`src/rtl/net_bus_tx_fanout_if.sv`:
```
// NetBus TX fan-out bus bundle: upstream word handshake, per-channel downstream links and status.
// The master side belongs to the source/sink environment; the fan-out itself uses the slave side.
interface net_bus_tx_fanout_if #(
  parameter int DATA_WIDTH = 4,
  parameter int CHANNELS   = 4
);
  localparam int W = DATA_WIDTH * 9 + 14;

  logic                  mode;
  logic [CHANNELS-1:0]   ch_en;
  logic [W-1:0]          data;
  logic                  valid;
  logic                  ready;
  logic [CHANNELS-1:0]   wclk;
  logic [CHANNELS*W-1:0] wdata;
  logic [CHANNELS-1:0]   wvalid;
  logic [CHANNELS-1:0]   wready;
  logic                  drop;
  logic [15:0]           word_cnt;
  logic [15:0]           drop_cnt;

  modport master (
    output mode, ch_en, data, valid, wready,
    input  ready, wclk, wdata, wvalid, drop, word_cnt, drop_cnt
  );

  modport slave (
    input  mode, ch_en, data, valid, wready,
    output ready, wclk, wdata, wvalid, drop, word_cnt, drop_cnt
  );
endinterface

```
`src/rtl/net_bus_tx_fanout.sv`:
```
// N-channel NetBus TX fan-out: one held word is broadcast to every enabled channel or dispatched round-robin.
// Define NETBUS_TX_STATS_EN to build the retired/dropped word counters; otherwise they read as zero.
module net_bus_tx_fanout #(
  parameter int DATA_WIDTH = 4,
  parameter int CHANNELS   = 4
) (
  input logic                    clk_i,
  input logic                    resetn_i,
  net_bus_tx_fanout_if.slave     bus
);
  localparam int W  = DATA_WIDTH * 9 + 14;
  localparam int PW = $clog2(CHANNELS);

  logic                hold_valid_q, hold_valid_d;
  logic [W-1:0]        hold_data_q, hold_data_d;
  logic                hold_mode_q, hold_mode_d;
  logic [CHANNELS-1:0] hold_en_q, hold_en_d;
  logic [CHANNELS-1:0] done_q, done_d;
  logic [PW-1:0]       rr_ptr_q, rr_ptr_d;
  logic [PW-1:0]       last_q, last_d;

  logic [CHANNELS-1:0] rr_onehot, wvalid, xfer;
  logic                drop_cond, retire, load, ready;
  logic [PW-1:0]       last_eff, next_ptr, cand;
  logic                found;

  always_comb begin
    rr_onehot           = '0;
    rr_onehot[rr_ptr_q] = 1'b1;
  end

  assign drop_cond = hold_valid_q & (hold_en_q == '0);
  assign wvalid    = {CHANNELS{resetn_i & hold_valid_q & ~drop_cond}}
                   & (hold_mode_q ? rr_onehot : (hold_en_q & ~done_q));
  assign xfer      = wvalid & bus.wready;
  assign retire    = hold_valid_q & ~drop_cond
                   & (hold_mode_q ? |(rr_onehot & xfer) : &(done_q | xfer | ~hold_en_q));
  assign ready     = resetn_i & (~hold_valid_q | retire | drop_cond);
  assign load      = bus.valid & ready;

  // A dispatch retire in the same cycle as a load moves the search origin to the channel just served.
  assign last_eff = (retire & hold_mode_q) ? rr_ptr_q : last_q;

  always_comb begin
    next_ptr = rr_ptr_q;
    found    = 1'b0;
    cand     = '0;
    for (int k = 1; k <= CHANNELS; k++) begin
      cand = PW'((int'(last_eff) + k) % CHANNELS);
      if (!found && bus.ch_en[cand]) begin
        next_ptr = cand;
        found    = 1'b1;
      end
    end
  end

  always_comb begin
    hold_valid_d = hold_valid_q;
    hold_data_d  = hold_data_q;
    hold_mode_d  = hold_mode_q;
    hold_en_d    = hold_en_q;
    done_d       = done_q;
    rr_ptr_d     = rr_ptr_q;
    last_d       = last_q;
    if (retire | drop_cond) hold_valid_d = 1'b0;
    if (hold_valid_q & ~hold_mode_q) done_d = done_q | xfer;
    if (retire & hold_mode_q) last_d = rr_ptr_q;
    if (load) begin
      hold_valid_d = 1'b1;
      hold_data_d  = bus.data;
      hold_mode_d  = bus.mode;
      hold_en_d    = bus.ch_en;
      done_d       = '0;
      if (bus.mode & found) rr_ptr_d = next_ptr;
    end
  end

  // Search origin starts at the last channel so the first dispatched word goes to channel 0.
  always_ff @(posedge clk_i) begin
    if (!resetn_i) begin
      hold_valid_q <= 1'b0;
      done_q       <= '0;
      rr_ptr_q     <= '0;
      last_q       <= PW'(CHANNELS - 1);
    end else begin
      hold_valid_q <= hold_valid_d;
      done_q       <= done_d;
      rr_ptr_q     <= rr_ptr_d;
      last_q       <= last_d;
    end
  end

  always_ff @(posedge clk_i) begin
    hold_data_q <= hold_data_d;
    hold_mode_q <= hold_mode_d;
    hold_en_q   <= hold_en_d;
  end

  assign bus.ready  = ready;
  assign bus.wvalid = wvalid;
  assign bus.wdata  = {CHANNELS{hold_data_q}};
  assign bus.wclk   = {CHANNELS{clk_i}};
  assign bus.drop   = resetn_i & drop_cond;

`ifdef NETBUS_TX_STATS_EN
  logic [15:0] word_cnt_q, drop_cnt_q;

  always_ff @(posedge clk_i) begin
    if (!resetn_i) begin
      word_cnt_q <= '0;
      drop_cnt_q <= '0;
    end else begin
      if (retire)    word_cnt_q <= word_cnt_q + 16'd1;
      if (drop_cond) drop_cnt_q <= drop_cnt_q + 16'd1;
    end
  end

  assign bus.word_cnt = word_cnt_q;
  assign bus.drop_cnt = drop_cnt_q;
`else
  assign bus.word_cnt = '0;
  assign bus.drop_cnt = '0;
`endif
endmodule

```
`src/flat_wrapper.sv`:
```
// flat-port wrapper written by rule: the top's interface ports become plain ports
module net_bus_tx_fanout_flat 
#(
  parameter int DATA_WIDTH = 4,
  parameter int CHANNELS   = 4
)
  (clk_i, resetn_i, bus_mode, bus_ch_en, bus_data, bus_valid, bus_wready, bus_ready, bus_wclk, bus_wdata, bus_wvalid, bus_drop, bus_word_cnt, bus_drop_cnt);
  net_bus_tx_fanout_if #(.DATA_WIDTH(DATA_WIDTH), .CHANNELS(CHANNELS)) bus_i ();
  input logic clk_i;
  input logic resetn_i;
  input wire logic [$bits(bus_i.mode)-1:0] bus_mode;
  input wire logic [$bits(bus_i.ch_en)-1:0] bus_ch_en;
  input wire logic [$bits(bus_i.data)-1:0] bus_data;
  input wire logic [$bits(bus_i.valid)-1:0] bus_valid;
  input wire logic [$bits(bus_i.wready)-1:0] bus_wready;
  output wire logic [$bits(bus_i.ready)-1:0] bus_ready;
  output wire logic [$bits(bus_i.wclk)-1:0] bus_wclk;
  output wire logic [$bits(bus_i.wdata)-1:0] bus_wdata;
  output wire logic [$bits(bus_i.wvalid)-1:0] bus_wvalid;
  output wire logic [$bits(bus_i.drop)-1:0] bus_drop;
  output wire logic [$bits(bus_i.word_cnt)-1:0] bus_word_cnt;
  output wire logic [$bits(bus_i.drop_cnt)-1:0] bus_drop_cnt;
  assign bus_i.mode = bus_mode;
  assign bus_i.ch_en = bus_ch_en;
  assign bus_i.data = bus_data;
  assign bus_i.valid = bus_valid;
  assign bus_i.wready = bus_wready;
  assign bus_ready = bus_i.ready;
  assign bus_wclk = bus_i.wclk;
  assign bus_wdata = bus_i.wdata;
  assign bus_wvalid = bus_i.wvalid;
  assign bus_drop = bus_i.drop;
  assign bus_word_cnt = bus_i.word_cnt;
  assign bus_drop_cnt = bus_i.drop_cnt;
  net_bus_tx_fanout #(.DATA_WIDTH(DATA_WIDTH), .CHANNELS(CHANNELS)) u_core (.clk_i(clk_i), .resetn_i(resetn_i), .bus(bus_i));
endmodule
```
`config.mk`:
```
export PLATFORM = sky130hd
export DESIGN_NAME = net_bus_tx_fanout_flat
export DESIGN_NICKNAME = d
export VERILOG_FILES = /design/src/rtl/net_bus_tx_fanout_if.sv /design/src/rtl/net_bus_tx_fanout.sv /design/src/flat_wrapper.sv
export SDC_FILE = /design/constraint.sdc
export NUM_CORES = 1
export LEC_CHECK = 0
export BUFFER_PORTS_ARGS = -buffer_cell sky130_fd_sc_hd__buf_2
export CORE_AREA = 5 5 115 117
export CTS_BUF_LIST = sky130_fd_sc_hd__clkbuf_8
export CTS_CLUSTER_DIAMETER = 80
export CTS_CLUSTER_SIZE = 24
export DETAILED_ROUTE_END_ITERATION = 10
export DIE_AREA = 0 0 120 122
export GPL_TIMING_DRIVEN = 0
export HOLD_SLACK_MARGIN = 0.15
export PLACE_DENSITY = 0.68
export SLEW_MARGIN = 10
export SYNTH_ARGS = -nofsm -noshare
export SYNTH_HDL_FRONTEND = slang
export SYNTH_SLANG_ARGS = --single-unit
```
`constraint.sdc`:
```
create_clock -name clk_i -period 7.5 [get_ports clk_i]
set_input_delay 0.375 -clock clk_i [delete_from_list [all_inputs] [get_ports clk_i]]
set_output_delay 0.375 -clock clk_i [all_outputs]
set_load 0.05 [all_outputs]
```
After elaboration in Yosys (flattened, before gate mapping)
Cells that the tools add are included.
{ "op_classes": {"n_addsub": 4, "mul": 0, "n_div": 0, "n_lt_le_gt_ge": 6, "n_eq_ne": 0, "n_shift": 0, "mux": 23, "bitwise_logic": 26, "reduce_logical": 14} }
{ "op_table": {"columns": ["operator", "n"], "rows": [
  ["$and 4x4->4", 4],
  ["$lt 2x3->1 const B", 5],
  ["$mux 1", 12],
  ["$and 1x1->1", 11],
  ["$mux 2", 5],
  ["$bmux 1 s2", 4],
  ["$not 4->4", 2],
  ["$or 4x4->4", 2],
  ["$add 2x1->2 const B", 2],
  ["$add 2x2->2 const B", 2],
  ["$logic_and 1x1->1", 4],
  ["$logic_not 4->1", 1],
  ["$mux 4", 1],
  ["$not 1->1", 4],
  ["$reduce_and 4->1", 1],
  ["$reduce_bool 4->1", 1],
  ["$reduce_or 4->1", 1],
  ["$logic_not 1->1", 3],
  ["$or 1x1->1", 3],
  ["$reduce_and 3->1", 1],
  ["$demux 1 s2", 1],
  ["$ge 2x1->1 const B", 1],
  ["$reduce_bool 2->1", 1],
  ["$reduce_or 2->1", 1]
]} }
{ "totals": {"regBits": 64, "latchBits": 0, "ram_bits": 0, "romBits": 0, "inputBits": 62, "output_inout_bits": 242, "wordCells": 80, "memories": 0} }

Depth between registers and ports, before layout
{ "logic_depth": {"word_depth": 29, "depth_mapped": 8, "mapped_depth_nobuf": 7} }

==> reports/metrics.yaml <==
status: "finished clean"
syn_inst: 350
cts_tree: "built"
ys.flop_type: "edfxtp_1"
final_max_slew_viol_count: 0
irDropWorstVdd_v: 0.0000720
fin_skew_ns: 0.00518
path_common_cell: "clkbuf_8"
avgSynthCellArea_um2: 11.1
grt_usage_pct: 15.7
total_leakage_power_nw: 3.25
ys_ff_latch: 64
async_reset_ff_share_pct: 0
hold_path.class: "in2reg"
synth_edf_count: 55
wl_per_cell_um: 14.1
pin_count: 304
cpPeakStageDelay_ns: 0.20
regArea_um2: 1830
num_vias: 3499
critPathTopFamily: "buffers and inverters"
mostFrequentLayoutCells: "buf_2 (271), buf_4 (187), edfxtp_1 (55), dlygate4sd3_1 (51), conb_1 (32)"
clk-insertion-delay-late_ns: 0.43
initial_core_util_pct: 31.6
overflow: 0
viasPerCell: 4.01
post_cts_buffers: 0
crit_path_top_delay_cell: "buf_2"
endpoint_kind: "primary output"
syn_to_final_growth_pct: 61.9
worst_pin_slew_ns: 0.668
crit_fanout: 2
grt_pass1_wl_mm: 17.6
core-area_um2: 12300
gp_congestion: 0.901
drive_gt1_share_pct: 66.8
worstSetupStartpointType: "clock port"
grt_setup_unrepaired: "no"
ys.warnings.count: 0
finalSetupTns_ns: 0
cap_viol_max_count: 0
clk_pin_slew_ns: 0.06
drt_iter0_markers: 147
ant_nets: 0
n_antenna_cell: 0
seq_area_frac_synth_pct: 47.3
routed_wl_mm: 12.3
synth_cell_types: 46
setup.worst_path.class: "clk2out"
powerDensity_nw_per_um2: 193
dieArea_um2: 14600
fill_cells: 1120
final_hold_viol_count: 0
final_nets: 781
final_common_cell: "buf_2"
grt_max_degree: 30
synth_area_um2: 3870
max-slew-margin-rel_pct: 55.5
dieHeight_um: 122
antenna_found_initial: 0
first_pass_iters: 4
place_inst: 803
cp.arrival_ns: 4.33
hpwl_mm: 9.44
drc: 0
setup_viol: 0
required_ns: 7.12
multi_input_area_um2: 717
port_buffers: 271
die_x_um: 120
grt_pass1_vias: 3476
finalNonFillerCells: 873
path_cells: "clkbuf_8, clkbuf_8, buf_4, buf_2"
fp-row-count: 41
worst-path-buf-inv: 4
final cells by class:
cell class | count | share of cell area (%)
clock inverter | 6 | 0.360
clock buffer | 17 | 3.18
timing repair buffer | 319 | 29.8
buffer | 189 | 22.7
tap | 150 | 3.00
sequential | 64 | 29.3
multi-input combinational | 123 | 11.4
inverter | 5 | 0.300
repair_timing:
action / 4_1_cts / 5_1_grt
endpoints found under the hold margin: 51 / 0
gates resized for setup: 0 / 0
hold buffers: 51 / 0
logic make-up after synthesis:
group	Yosys count	share of synthesized area (%)
AO/OA/AOI/OAI	36	7.15
buffers and inverters	194	37.2
flip-flops	64	47.3
multiplexers	1	0.259
other	1	0.0969
AND/OR/NAND/NOR	54	7.99
flip-flops by register name (all words and copies together) (netlist names):
signal,flops
u_core.last_q,2
u_core.hold_data_q,50
u_core.done_q,4
u_core.rr_ptr_q,2
u_core.hold_mode_q,1
u_core.hold_valid_q,1
u_core.hold_en_q,4
worst paths after layout:
path                                  from                                to  slack (ns)  cells after the start
max reg2reg  u_core.hold_en_q[3]$_DFFE_PP_  u_core.hold_data_q[10]$_DFFE_PP_        4.65                      7
min reg2reg  u_core.done_q[2]$_SDFFE_PP0P_     u_core.done_q[2]$_SDFFE_PP0P_        0.48                      2
max                                  clk_i                       bus_wclk[1]        2.80                      4
min                           bus_ch_en[1]     u_core.hold_en_q[1]$_DFFE_PP_        0.18                      1
report_power, final:
group | switching (mW) | internal (mW) | total (mW) | leakage (nW)
Sequential | 0.0149 | 0.404 | 0.419 | 0.581
Clock | 0.231 | 0.197 | 0.429 | 0.153
Combinational | 0.248 | 0.115 | 0.363 | 2.52
synthesized netlist by cell type (2+ instances only):
cell / number / share of area (%)
buf_4: 187 / 36
inv_1: 5 / 0.49
o2111ai_1: 2 / 0.45
dfxtp_1: 9 / 4.7
o211ai_1: 2 / 0.39
nand3_1: 3 / 0.39
and2_1: 3 / 0.49
nor2_1: 15 / 1.5
nor2b_1: 5 / 0.81
or4_4: 2 / 0.58
a21oi_1: 4 / 0.52
o21ai_0: 6 / 0.78
a311oi_1: 2 / 0.45
a31oi_1: 6 / 0.97
edfxtp_1: 55 / 43
nor4_1: 3 / 0.49
nand2b_1: 3 / 0.49
nand2_1: 10 / 0.97
stage by stage:
stage | power [mW] | util (%) | worst slack (ns) | hold slack [ns] | cell area [um^2]
6_report | 1.21 | 51.1 | 2.80 | 0.185 | 6260
5_1_grt | 1.27 | 51.1 | 2.78 | 0.155 | 6260
4_1_cts | 1.22 | 51.1 | 2.81 | 0.153 | 6260
3_5_place_dp | 0.897 | 45.3 | 3.08 | 0.464 | 5550
3_3_place_gp | 0.893 | 45.1 | 3.08 | 0.455 | 5530
2_1_floorplan | 0.811 | - | 3.21 | 0.437 | 3990
layer usage:
| metal | routed length (um) | GRT usage [%] | up-vias | part of all wire (%) |
|---|---|---|---|---|
| li1 | - | - | 1719 | - |
| met1 | 4130 | 14.9 | 1606 | 34 |
| met2 | 6960 | 29.4 | 151 | 57 |
| met3 | 968 | 5.80 | 23 | 7.9 |
| met4 | 231 | 7.95 | 0 | 1.9 |
| met5 | 0 | 0 | - | 0 |
(Power assumes the default switching activity.)
